$ cat config.mk
export PLATFORM = sky130hd
export DESIGN_NAME = fetch_sequencer
export DESIGN_NICKNAME = d
export VERILOG_FILES = /design/src/rtl/fetch_sequencer_pkg.sv /design/src/rtl/pc_reg.sv /design/src/rtl/fetch_sequencer.sv
export SDC_FILE = /design/constraint.sdc
export NUM_CORES = 1
export LEC_CHECK = 0
export ABC_AREA = 1
export CORE_ASPECT_RATIO = 0.75
export CORE_MARGIN = 2
export CORE_UTILIZATION = 27
export CTS_CLUSTER_DIAMETER = 50
export DETAILED_ROUTE_END_ITERATION = 8
export PLACE_DENSITY = 0.55
export SYNTH_ARGS = -nofsm -noshare
export SYNTH_HDL_FRONTEND = slang
export SYNTH_HIERARCHICAL = 1
export SYNTH_SLANG_ARGS = --single-unit
$ cat constraint.sdc
create_clock -name CLK -period 2.2 [get_ports CLK]
set_input_delay 0.33 -clock CLK [delete_from_list [all_inputs] [get_ports CLK]]
set_output_delay 0.33 -clock CLK [all_outputs]
set_load 0.005 [all_outputs]
$ cat src/rtl/fetch_sequencer_pkg.sv
// ============================================================================
// Module  : fetch_sequencer_pkg
// Brief   : State encoding, skip opcodes and width defaults for fetch_sequencer
// Revision: 1.0
// ============================================================================
`default_nettype none

package fetch_sequencer_pkg;

    localparam int c_PC_WIDTH_DEF    = 8;
    localparam int c_INSTR_WIDTH_DEF = 8;

    localparam logic [1:0] c_ST_IDLE  = 2'd0;
    localparam logic [1:0] c_ST_FETCH = 2'd1;
    localparam logic [1:0] c_ST_LATCH = 2'd2;
    localparam logic [1:0] c_ST_EXEC  = 2'd3;

    localparam logic [3:0] OPC_SNZA = 4'd8;
    localparam logic [3:0] OPC_SNZS = 4'd9;

    function automatic logic is_skip_op(input logic [3:0] op);
        return (op == OPC_SNZA) || (op == OPC_SNZS);
    endfunction

endpackage

`default_nettype wire

$ cat src/rtl/pc_reg.sv
// ============================================================================
// Module  : pc_reg
// Brief   : Program counter with +1/+2 advance, wraps modulo 2^PC_WIDTH
// Revision: 1.0
// ============================================================================
`default_nettype none

module pc_reg
    import fetch_sequencer_pkg::*;
#(
    parameter int PC_WIDTH = c_PC_WIDTH_DEF
) (
    input  logic                CLK,
    input  logic                RST,
    input  logic                en,
    input  logic                inc2,
    output logic [PC_WIDTH-1:0] pc
);

    logic [PC_WIDTH-1:0] r_pc;
    logic [PC_WIDTH-1:0] w_step;

    assign w_step = inc2 ? PC_WIDTH'(2) : PC_WIDTH'(1);

    always_ff @(posedge CLK or posedge RST) begin
        if (RST) begin
            r_pc <= '0;
        end else if (en) begin
            r_pc <= r_pc + w_step;
        end
    end

    assign pc = r_pc;

endmodule

`default_nettype wire

$ cat src/rtl/fetch_sequencer.sv
// ============================================================================
// Module  : fetch_sequencer
// Brief   : Three-cycle FETCH/LATCH/EXEC instruction sequencer with skip support
// Revision: 1.0
// ============================================================================
`default_nettype none

module fetch_sequencer
    import fetch_sequencer_pkg::*;
#(
    parameter int PC_WIDTH    = c_PC_WIDTH_DEF,
    parameter int INSTR_WIDTH = c_INSTR_WIDTH_DEF
) (
    input  logic                   CLK,
    input  logic                   RST,
    input  logic                   run,
    output logic [PC_WIDTH-1:0]    mem_addr,
    output logic                   mem_rd,
    input  logic [INSTR_WIDTH-1:0] mem_data,
    input  logic                   skip,
    output logic [3:0]             opcode,
    output logic [INSTR_WIDTH-5:0] operand,
    output logic                   exec_en,
    output logic                   busy
);

    logic [1:0]             r_state;
    logic [1:0]             w_state_nxt;
    logic [INSTR_WIDTH-1:0] r_ir;
    logic                   w_exec;
    logic                   w_inc2;

    always_comb begin
        w_state_nxt = r_state;
        case (r_state)
            c_ST_IDLE:  w_state_nxt = run ? c_ST_FETCH : c_ST_IDLE;
            c_ST_FETCH: w_state_nxt = c_ST_LATCH;
            c_ST_LATCH: w_state_nxt = c_ST_EXEC;
            c_ST_EXEC:  w_state_nxt = run ? c_ST_FETCH : c_ST_IDLE;
            default:    w_state_nxt = c_ST_IDLE;
        endcase
    end

    always_ff @(posedge CLK or posedge RST) begin
        if (RST) begin
            r_state <= c_ST_IDLE;
        end else begin
            r_state <= w_state_nxt;
        end
    end

    // Read data arrives the cycle after the FETCH strobe, i.e. during LATCH.
    always_ff @(posedge CLK or posedge RST) begin
        if (RST) begin
            r_ir <= '0;
        end else if (r_state == c_ST_LATCH) begin
            r_ir <= mem_data;
        end
    end

    assign opcode  = r_ir[INSTR_WIDTH-1 -: 4];
    assign operand = r_ir[INSTR_WIDTH-5:0];

    assign w_exec  = (r_state == c_ST_EXEC);
    assign w_inc2  = skip & is_skip_op(opcode);

    pc_reg #(
        .PC_WIDTH (PC_WIDTH)
    ) u_pc_reg (
        .CLK  (CLK),
        .RST  (RST),
        .en   (w_exec),
        .inc2 (w_inc2),
        .pc   (mem_addr)
    );

    assign mem_rd  = (r_state == c_ST_FETCH);
    assign exec_en = w_exec;
    assign busy    = (r_state != c_ST_IDLE);

endmodule

`default_nettype wire

==> metrics.txt, run 1 <==
NumNets Final=161; CP delay by family, top=buffers and inverters; final-report hold violation count=0; sequential share of the synthesized area=49.2%; H-tree depth=1; uppermost layer routed=met4; DIE AREA=0.00388 mm2; most frequent cell after synthesis=nand2_1; Setup TNS Final=0 ns; First DRT Iteration DRCs=19; Area contributors post-synth=dfrtp_1 49%, nand2_1 16%, ha_1 9.6%; Yosys top cell by area=dfrtp_1; maximum vdd drop=between 0.3 and 0.4 mV; Most Frequent Cell on Critical Path=inv_1; met2 WL=between 800 and 900 um; DP Worst Slack=0.0577 ns; kind of critical path=in -> reg; post-synthesis async set-or-reset flop share=between 90% and 100%; setup violators final=0; detailed-route via count=724; f_max=530 MHz; clock skew=0.00116 ns; CP Buf/Inv Count=3; number of global-route vias before repair=707; Fin Hold WS=0.355 ns; clock slew at reported path FFs=0.07 ns; critical path required time=2.37 ns; DRC Markers=0; top-area cell type share of the netlist area=49.2%; Slew Viols, Final=0; Worst setup SP type=input port; number of synthesized register bits=18; critical path's slowest cell=clkdlybuf4s50_1; fin crit period=1.89 ns; Placed Instances=176; Placer Congestion=0.772; relative slew slack=approximately 74%; Synth-to-Final Area Change=43.9%; Vias/cell=4.02; Setup WS post-layout=0.314 ns; unique cell type count in the Yosys netlist=19; GRT Overall Usage=11.1%; Post-CTS Setup Bufs=0; Critical Path Max Stage Delay=0.45 ns; WL met1=between 900 and 1000 um; Mapped Avg Cell Area=8.64 um2; Clk Latency, worst-skew pair=between 0.2 and 0.3 ns; Max-cap violations=0; largest net degree at the start of global routing=11; clock tree buffer depth=2; Tot Pwr=0.00171 W; critical-path maximum fanout=2; Die Y=54.4 um; CP cell instances=clkdlybuf4s50_1 -> nand2_1 -> nor3_1 -> inv_1 -> ha_1 -> inv_1 -> fa_1 -> o21ai_0; Finished Layout Cells=180; CTS Hold Buffers Added=0; number of synthesized flops with an enable pin=0; RSZ-0062 raised after global routing=no; leading register cell type out of synthesis=dfrtp_1; final worst-path cycle share=between 80% and 90%; yosys warns=6; Pwr Density=between 1000 and 1500 mW/mm2; core area=0.00327 mm2; Min-Delay Path Class=in -> async; Syn Inst Count=106; status=finished clean; WL final=1940 um; CTS tree=built; initial antenna violation count=0; synthesized cell area=roughly 900 um2; Core Rows=18; Syn Nets=roughly 130; PortBufs=30; Routed Antenna Nets=0; dpl hpwl=1580 um; first-pass GRT wire length=between 3000 and 4000 um; Least-Margin Pin Slew=0.388 ns; I/O pins=31; remaining global-route overflow=0; # diodes=0; cts repair resizes=0; fraction of layout cells with a size suffix above 1=under 10%; Setup crit end kind=flop; clock sink count=18; clock buffers created by TritonCTS=3; Starting Density=28.0%; top post-synthesis cells by count=40 x nand2_1, 19 x inv_1, 18 x dfrtp_1; static leakage=0.663 nW; met3 wire length=58 um; crit path DAT=2.05 ns; Die X=71.3 um; mean routed wirelength per cell=10.8 um; DRT Pass-1 Iters=4; clock root cell=clkbuf_8
## stage by stage
step           area (um2)  util [%]
3_3_place_gp         1260      38.7
5_1_grt              1320      40.3
2_1_floorplan         916         -
6_report             1320      40.3
4_1_cts              1320      40.3
3_5_place_dp         1260      38.7
## power breakdown
group          leakage, nW  internal [W]  switching [W]
Sequential           0.209      0.000484       0.000129
Clock               0.0288      0.000159       0.000108
Combinational        0.425      0.000443       0.000388
Total                0.663       0.00109       0.000624
## logic make-up (layout without fill, tap and decap cells)
kind of cell	Yosys count	after routing	synth area share [%]
buffers and inverters	22	56	9.84
AOI/OAI and AO/OA	4	4	3.14
and+or+nand+nor	52	52	24.2
adders and majority gates	8	8	11.7
xor gates and xnor gates	2	2	1.91
DFF	18	18	49.2
## cells in the final DEF, fill, tap and decap left out, types with 2 or more instances in the layout
cell and n:
ha_1 7, inv_2 2, nand2_2 2, dfrtp_1 18, clkdlybuf4s50_1 30, inv_1 19, a21oi_2 2, nand2_1 40
nand3_1 4, clkbuf_8 4, nand4_1 2
## metal layers
layer	vias to the layer above	GRT usage [%]
li1	385	-
met1	321	15.2
met2	16	17.1
met3	2	2.76
met4	0	3.77
met5	-	0
## path summary, 6_finish.rpt
kind                         start             end  slack (ns)  depth (start not counted)
min in group CLK           r_ir[2]         r_ir[2]        0.47                          2
hold reg to reg            r_ir[2]         r_ir[2]        0.47                          2
setup reg to reg           r_ir[5]  u_pc_reg/pc[1]        0.43                          6
hold / removal                 RST  u_pc_reg/pc[6]        0.35                          2
max in group asynchronous      RST         r_ir[5]        1.54                          2
setup / recovery              skip  u_pc_reg/pc[1]        0.31                          8
## layout make-up
type                    instances  area [um2]
inverters                      21        78.8
repair buffers                 31         308
well taps                      40        50.0
flip-flops and latches         18         450
clock buffers                   4        55.1
multi-input cells              66         375
fillers                       318        1950
Note: power is estimated with default switching activity, not from simulation.
==> inputs of run 2 (changes only) <==
CORE_ASPECT_RATIO = 1.2   (was 0.75)
==> metrics.txt, run 2 (synthesis results as in run 1) <==
static leakage=0.663 nW (unchanged); clock sink count=18 (unchanged); Reg area=450 um2 (unchanged); CTS Hold Buffers Added=0 (unchanged); Synth-to-Final Area Change=43.4% (was 43.9%); Post-CTS Setup Bufs=0 (unchanged); DRC Markers=0 (unchanged); cts repair resizes=0 (unchanged); critical path's slowest cell=fa_1 (was clkdlybuf4s50_1); clock root cell=clkbuf_8 (unchanged); CP cell instances=clkdlybuf4s50_1 -> nand2_1 -> nor3_1 -> inv_1 -> fa_1 -> nor2_4 -> nand2_1 -> xnor2_1 (was clkdlybuf4s50_1 -> nand2_1 -> nor3_1 -> inv_1 -> ha_1 -> inv_1 -> fa_1 -> o21ai_0); relative slew slack=75.6% (was 74.1%); f_max=538 MHz (was 530 MHz); internal power=0.00109 W (about the same); clock buffers created by TritonCTS=3 (unchanged); DIE AREA=0.00388 mm2 (about the same); Die Y=67.8 um (was 54.4 um); kind of critical path=in -> reg (unchanged); largest net degree at the start of global routing=11 (unchanged); final worst-path cycle share=84.5% (was 85.7%); switching share of power=35.9% (was 36.5%); GRT Overall Usage=9.91% (was 11.1%); clock skew=0.00104 ns (was 0.00116 ns); Die X=57.2 um (was 71.3 um); most frequent cells in the layout=40 x nand2_1, 30 x clkdlybuf4s50_1, 19 x inv_1, 18 x dfrtp_1, 7 x ha_1 (unchanged); CTS tree=built (unchanged); Pwr Density=1290 mW/mm2 (was 1300 mW/mm2); critical path required time=2.33 ns (was 2.37 ns); Max-cap violations=0 (unchanged); Slew Viols, Final=0 (unchanged); Clk pwr share=15.6% (about the same); First DRT Iteration DRCs=17 (was 19); initial antenna violation count=0 (unchanged); critical-path maximum fanout=3 (was 2); final-report hold violation count=0 (unchanged); mean routed wirelength per cell=10.0 um (was 10.8 um); WL final=1770 um (was 1940 um); Min-Delay Path Class=in -> async (unchanged); Core Rows=23 (was 18); status=finished clean (unchanged); Setup TNS Final=0 ns (unchanged); fraction of layout cells with a size suffix above 1=9.29% (unchanged); Placer Congestion=0.767 (was 0.772); Reg power frac=36.0% (was 35.8%); core area=0.00328 mm2 (was 0.00327 mm2); finished layout cell area=0.00131 mm2 (was 0.00132 mm2); clock slew at reported path FFs=0.07 ns (about the same); remaining global-route overflow=0 (unchanged); DP Worst Slack=0.0675 ns (was 0.0577 ns); I/O pins=31 (unchanged); Critical Path Max Stage Delay=0.50 ns (was 0.45 ns); detailed-route via count=747 (was 724); maximum vdd drop=0.530 mV (was 0.351 mV); number of global-route vias before repair=716 (was 707); fin crit period=1.86 ns (was 1.89 ns); Starting Density=27.9% (was 28.0%); Routed Antenna Nets=0 (unchanged); Worst setup SP type=input port (unchanged); Clk Latency, worst-skew pair=0.25 ns (about the same); Setup crit end kind=flop (unchanged); setup violators final=0 (unchanged); dpl hpwl=1450 um (was 1580 um); # diodes=0 (unchanged); Vias/cell=4.22 (was 4.02); Setup WS post-layout=0.341 ns (was 0.314 ns); commonest non-fill, non-tap cell in the layout=nand2_1 (unchanged); crit path DAT=1.99 ns (was 2.05 ns); clock tree buffer depth=2 (unchanged); combinational power share=48.4% (was 48.6%); RSZ-0062 raised after global routing=no (unchanged); Most Frequent Cell on Critical Path=nand2_1 (was inv_1); DRT Pass-1 Iters=4 (unchanged); Least-Margin Pin Slew=0.366 ns (was 0.388 ns); Placed Area=0.00126 mm2 (about the same); NumNets Final=161 (unchanged); Multi-input gate area=375 um2 (unchanged); Net Sw Power=0.000610 W (was 0.000624 W); H-tree depth=1 (unchanged); PortBufs=30 (unchanged); Filler cells=352 (was 318); first-pass GRT wire length=3000 um (was 3250 um)
-- run 2: cell counts in the layout (fill, tap and decap cells not counted) --
Identical to the previous run, type by type.
-- run 2: path summary, 6_finish.rpt --
| kind | to | slack, ns | from | cells past startpoint |
|---|---|---|---|---|
| worst max-delay path | u_pc_reg/pc[4] | 0.34 | skip | 8 |
| worst min-delay path | u_pc_reg/pc[7] | 0.37 | RST | 2 |
| worst max register to register | u_pc_reg/pc[4] | 0.47 | r_ir[5] | 6 |
| worst min register to register | r_ir[2] | 0.48 | r_ir[2] | 2 |
| max in group asynchronous | r_ir[0] | 1.55 | RST | 2 |
| min in group CLK | r_ir[2] | 0.48 | r_ir[2] | 2 |
-- run 2: per-stage QoR --
stage / cells / utilization (%) / power (W) / hold slack, ns
after CTS: 177 / 40.0 / 0.00173 / 0.380
after global placement: 173 / 38.4 / 0.00144 / 0.456
final: 177 / 40.0 / 0.00170 / 0.368
after detailed placement: 173 / 38.4 / 0.00145 / 0.462
after global routing: 177 / 40.0 / 0.00186 / 0.395
after floorplan: 106 / - / 0.00103 / 0.146
-- run 2: worst max-delay path, delay by kind of cell --
kind,cells,cell delay [ns]
buffers and inverters,2,0.57
adders and majority gates,1,0.50
and+or+nand+nor,4,0.47
xor gates and xnor gates,1,0.13
-- run 2: metal layers --
metal	vias to the layer above	share of wire [%]	wire (um)	track usage, %
met5	-	0	0	0
met4	0	0	0	2.62
met3	0	7.4	131	2.49
met2	25	50	887	18.8
met1	337	42	751	11.0
li1	385	-	-	-
-- run 2: power by group through the flow --
stage                     clock network, W  logic, W  registers (W)
final                             0.000265  0.000822       0.000611
after detailed placement                 0  0.000835       0.000620
after global routing              0.000295  0.000929       0.000635
after floorplan                          0  0.000424       0.000609
after global placement                   0  0.000822       0.000618
after CTS                         0.000273  0.000838       0.000617
-- run 2: area by class of cell --
class / count / area share [%]
clock buffers: 4 / 4.19
inverters: 21 / 6.00
multi-input cells: 66 / 28.6
flip-flops and latches: 18 / 34.3
well taps: 37 / 3.52
repair buffers: 31 / 23.4
==> inputs of run 3 (changes only) <==
PLACE_DENSITY = 0.57   (was 0.55)
clock period = 1.5 ns   (was 2.2 ns; I/O delays follow)
==> metrics.txt, run 3 (synthesis results as in run 1) <==
First DRT Iteration DRCs=6 (was 17); DRC Markers=0 (unchanged); Setup WS post-layout=-0.0446 ns (was 0.341 ns); Filler cells=338 (was 352); # diodes=0 (unchanged); dpl hpwl=1500 um (was 1450 um); reg2reg setup slack=-0.04 ns (was 0.47 ns); Worst setup SP type=flop (was input port); largest net degree at the start of global routing=11 (unchanged); fin crit period=1.54 ns; most frequent cells in the layout=38 x nand2_1, 25 x clkdlybuf4s50_1, 18 x dfrtp_1, 15 x inv_1, 7 x buf_4 (was 40 x nand2_1, 30 x clkdlybuf4s50_1, 19 x inv_1, 18 x dfrtp_1, 7 x ha_1); DP Worst Slack=-0.419 ns (was 0.0675 ns); clock sink count=18 (unchanged); maximum vdd drop=0.857 mV (was 0.530 mV); Clk Latency, worst-skew pair=0.25 ns (about the same); remaining global-route overflow=0 (unchanged); clock skew=0.00245 ns (was 0.00104 ns); Setup crit end kind=flop (unchanged); H-tree depth=1 (unchanged); Max-cap violations=0 (unchanged); clock buffers created by TritonCTS=3 (unchanged); reg2reg path depth=10 (was 6); failing checks=setup timing; Core Rows=23 (unchanged); Die X=57.2 um (unchanged); Starting Density=27.9% (unchanged); Tot Pwr=0.00277 W (was 0.00170 W); NumNets Final=168 (was 161); combinational power share=53.3% (was 48.4%); clock root cell=clkbuf_8 (unchanged); critical-path maximum fanout=3 (unchanged); crit path DAT=1.69 ns (was 1.99 ns); Setup TNS Final=-0.103 ns (was 0 ns); Reg power frac=32.7% (was 36.0%); internal power=0.00175 W (was 0.00109 W); Clk pwr share=13.9% (was 15.6%); DIE AREA=0.00388 mm2 (unchanged); Slew Viols, Final=0 (unchanged); fraction of layout cells with a size suffix above 1=22.4% (was 9.29%); Pwr Density=1920 mW/mm2 (was 1290 mW/mm2); Die Y=67.8 um (unchanged); CP delay by family, top=adder cells (was buffers and inverters); CTS Hold Buffers Added=0 (unchanged); Routed Antenna Nets=0 (unchanged); CP cell instances=nand2_1 -> nor3_2 -> inv_2 -> ha_4 -> inv_2 -> fa_2 -> nor2_4 -> nand4_1 -> nand2_1 -> inv_1 (was clkdlybuf4s50_1 -> nand2_1 -> nor3_1 -> inv_1 -> fa_1 -> nor2_4 -> nand2_1 -> xnor2_1); critical path required time=1.65 ns (was 2.33 ns); CP Buf/Inv Count=3 (was 2); core area=0.00328 mm2 (unchanged); Net Sw Power=0.00101 W (was 0.000610 W); reg2reg end=u_pc_reg/pc[6] (was u_pc_reg/pc[4]); DRT Pass-1 Iters=4 (unchanged); Vias/cell=4.29 (was 4.22); clock tree buffer depth=2 (unchanged); Least-Margin Pin Slew=0.390 ns (was 0.366 ns); CTS tree=built (unchanged); detailed-route via count=789 (was 747); setup violators final=3 (was 0); WL final=1910 um (was 1770 um); RSZ-0062 raised after global routing=yes (was no); f_max=647 MHz; number of global-route vias before repair=777 (was 716); I/O pins=31 (unchanged); initial antenna violation count=0 (unchanged); PortBufs=30 (unchanged); kind of critical path=reg -> reg (was in -> reg); Synth-to-Final Area Change=56.8% (was 43.4%); first-pass GRT wire length=3070 um (was 3000 um); Placer Congestion=0.753 (was 0.767); source of the worst register-to-register timing path=r_ir[7] (was r_ir[5]); final worst-path cycle share=103%; status=finished with violations (was finished clean); final-report hold violation count=0 (unchanged); relative slew slack=74.0% (was 75.6%); Min-Delay Path Class=in -> async (unchanged); clock slew at reported path FFs=0.07 ns (about the same); GRT Overall Usage=10.3% (was 9.91%); mean routed wirelength per cell=10.4 um (was 10.0 um); commonest non-fill, non-tap cell in the layout=nand2_1 (unchanged); Critical Path Max Stage Delay=0.38 ns (was 0.50 ns); critical path's slowest cell=dfrtp_1 (was fa_1); switching share of power=36.7% (was 35.9%); static leakage=0.729 nW (was 0.663 nW)
run 3: changes by cell type in the layout (fill, tap and decap cells not counted), moves of 4 or more:
cell / previous run / this run
buf_4: 1 / 7
clkdlybuf4s50_1: 30 / 25
dlygate4sd2_1: 0 / 4
inv_1: 19 / 15
inv_2: 2 / 6
run 3: power groups by stage:
stage               combinational, W  sequential (W)  clock (W)
CTS                          0.00139        0.000894   0.000404
global route                 0.00165        0.000939   0.000424
floorplan                   0.000636        0.000897          0
global placement             0.00132        0.000901          0
detailed placement           0.00134        0.000902          0
finish                       0.00147        0.000905   0.000385
run 3: final cells by class:
cell class	instances	area, um2	share of cell area, %
clock buffer	4	55.1	3.83
multi-input combinational	66	444	30.9
sequential	18	450	31.4
timing repair buffer	38	362	25.2
inverter	21	78.8	5.49
tap	37	46.3	3.22
run 3: worst max-delay path by stage:
stage	startpoint	to	cells past startpoint
2_1_floorplan	r_ir[7]	u_pc_reg/pc[4]	9
3_3_place_gp	skip	u_pc_reg/pc[1]	8
3_5_place_dp	skip	u_pc_reg/pc[1]	8
4_1_cts	r_ir[7]	u_pc_reg/pc[4]	9
5_1_grt	r_ir[5]	u_pc_reg/pc[6]	8
6_report	r_ir[7]	u_pc_reg/pc[6]	10
run 3: metrics by stage:
step | area, um2 | hold WS [ns] | instances | util, %
floorplan | 923 | 0.0407 | 106 | -
CTS | 1390 | 0.265 | 186 | 42.3
detailed placement | 1300 | 0.462 | 178 | 39.7
global route | 1440 | 0.286 | 184 | 43.8
global placement | 1300 | 0.460 | 178 | 39.7
finish | 1440 | 0.258 | 184 | 43.8
run 3: layer usage:
metal / up-vias / track usage (%) / part of all wire [%]
met5: - / 0 / 0
met3: 0 / 2.87 / 6.5
met2: 22 / 19.8 / 53
met1: 370 / 10.7 / 41
met4: 0 / 3.49 / 0
li1: 397 / - / -
run 3: timing repair:
item                                    in CTS  in global routing
endpoints found under the setup margin       7                  9
resized for setup                            7                 14
setup buffers                                4                  0
gates cloned                                 0                  0
pin swaps                                    9                  3
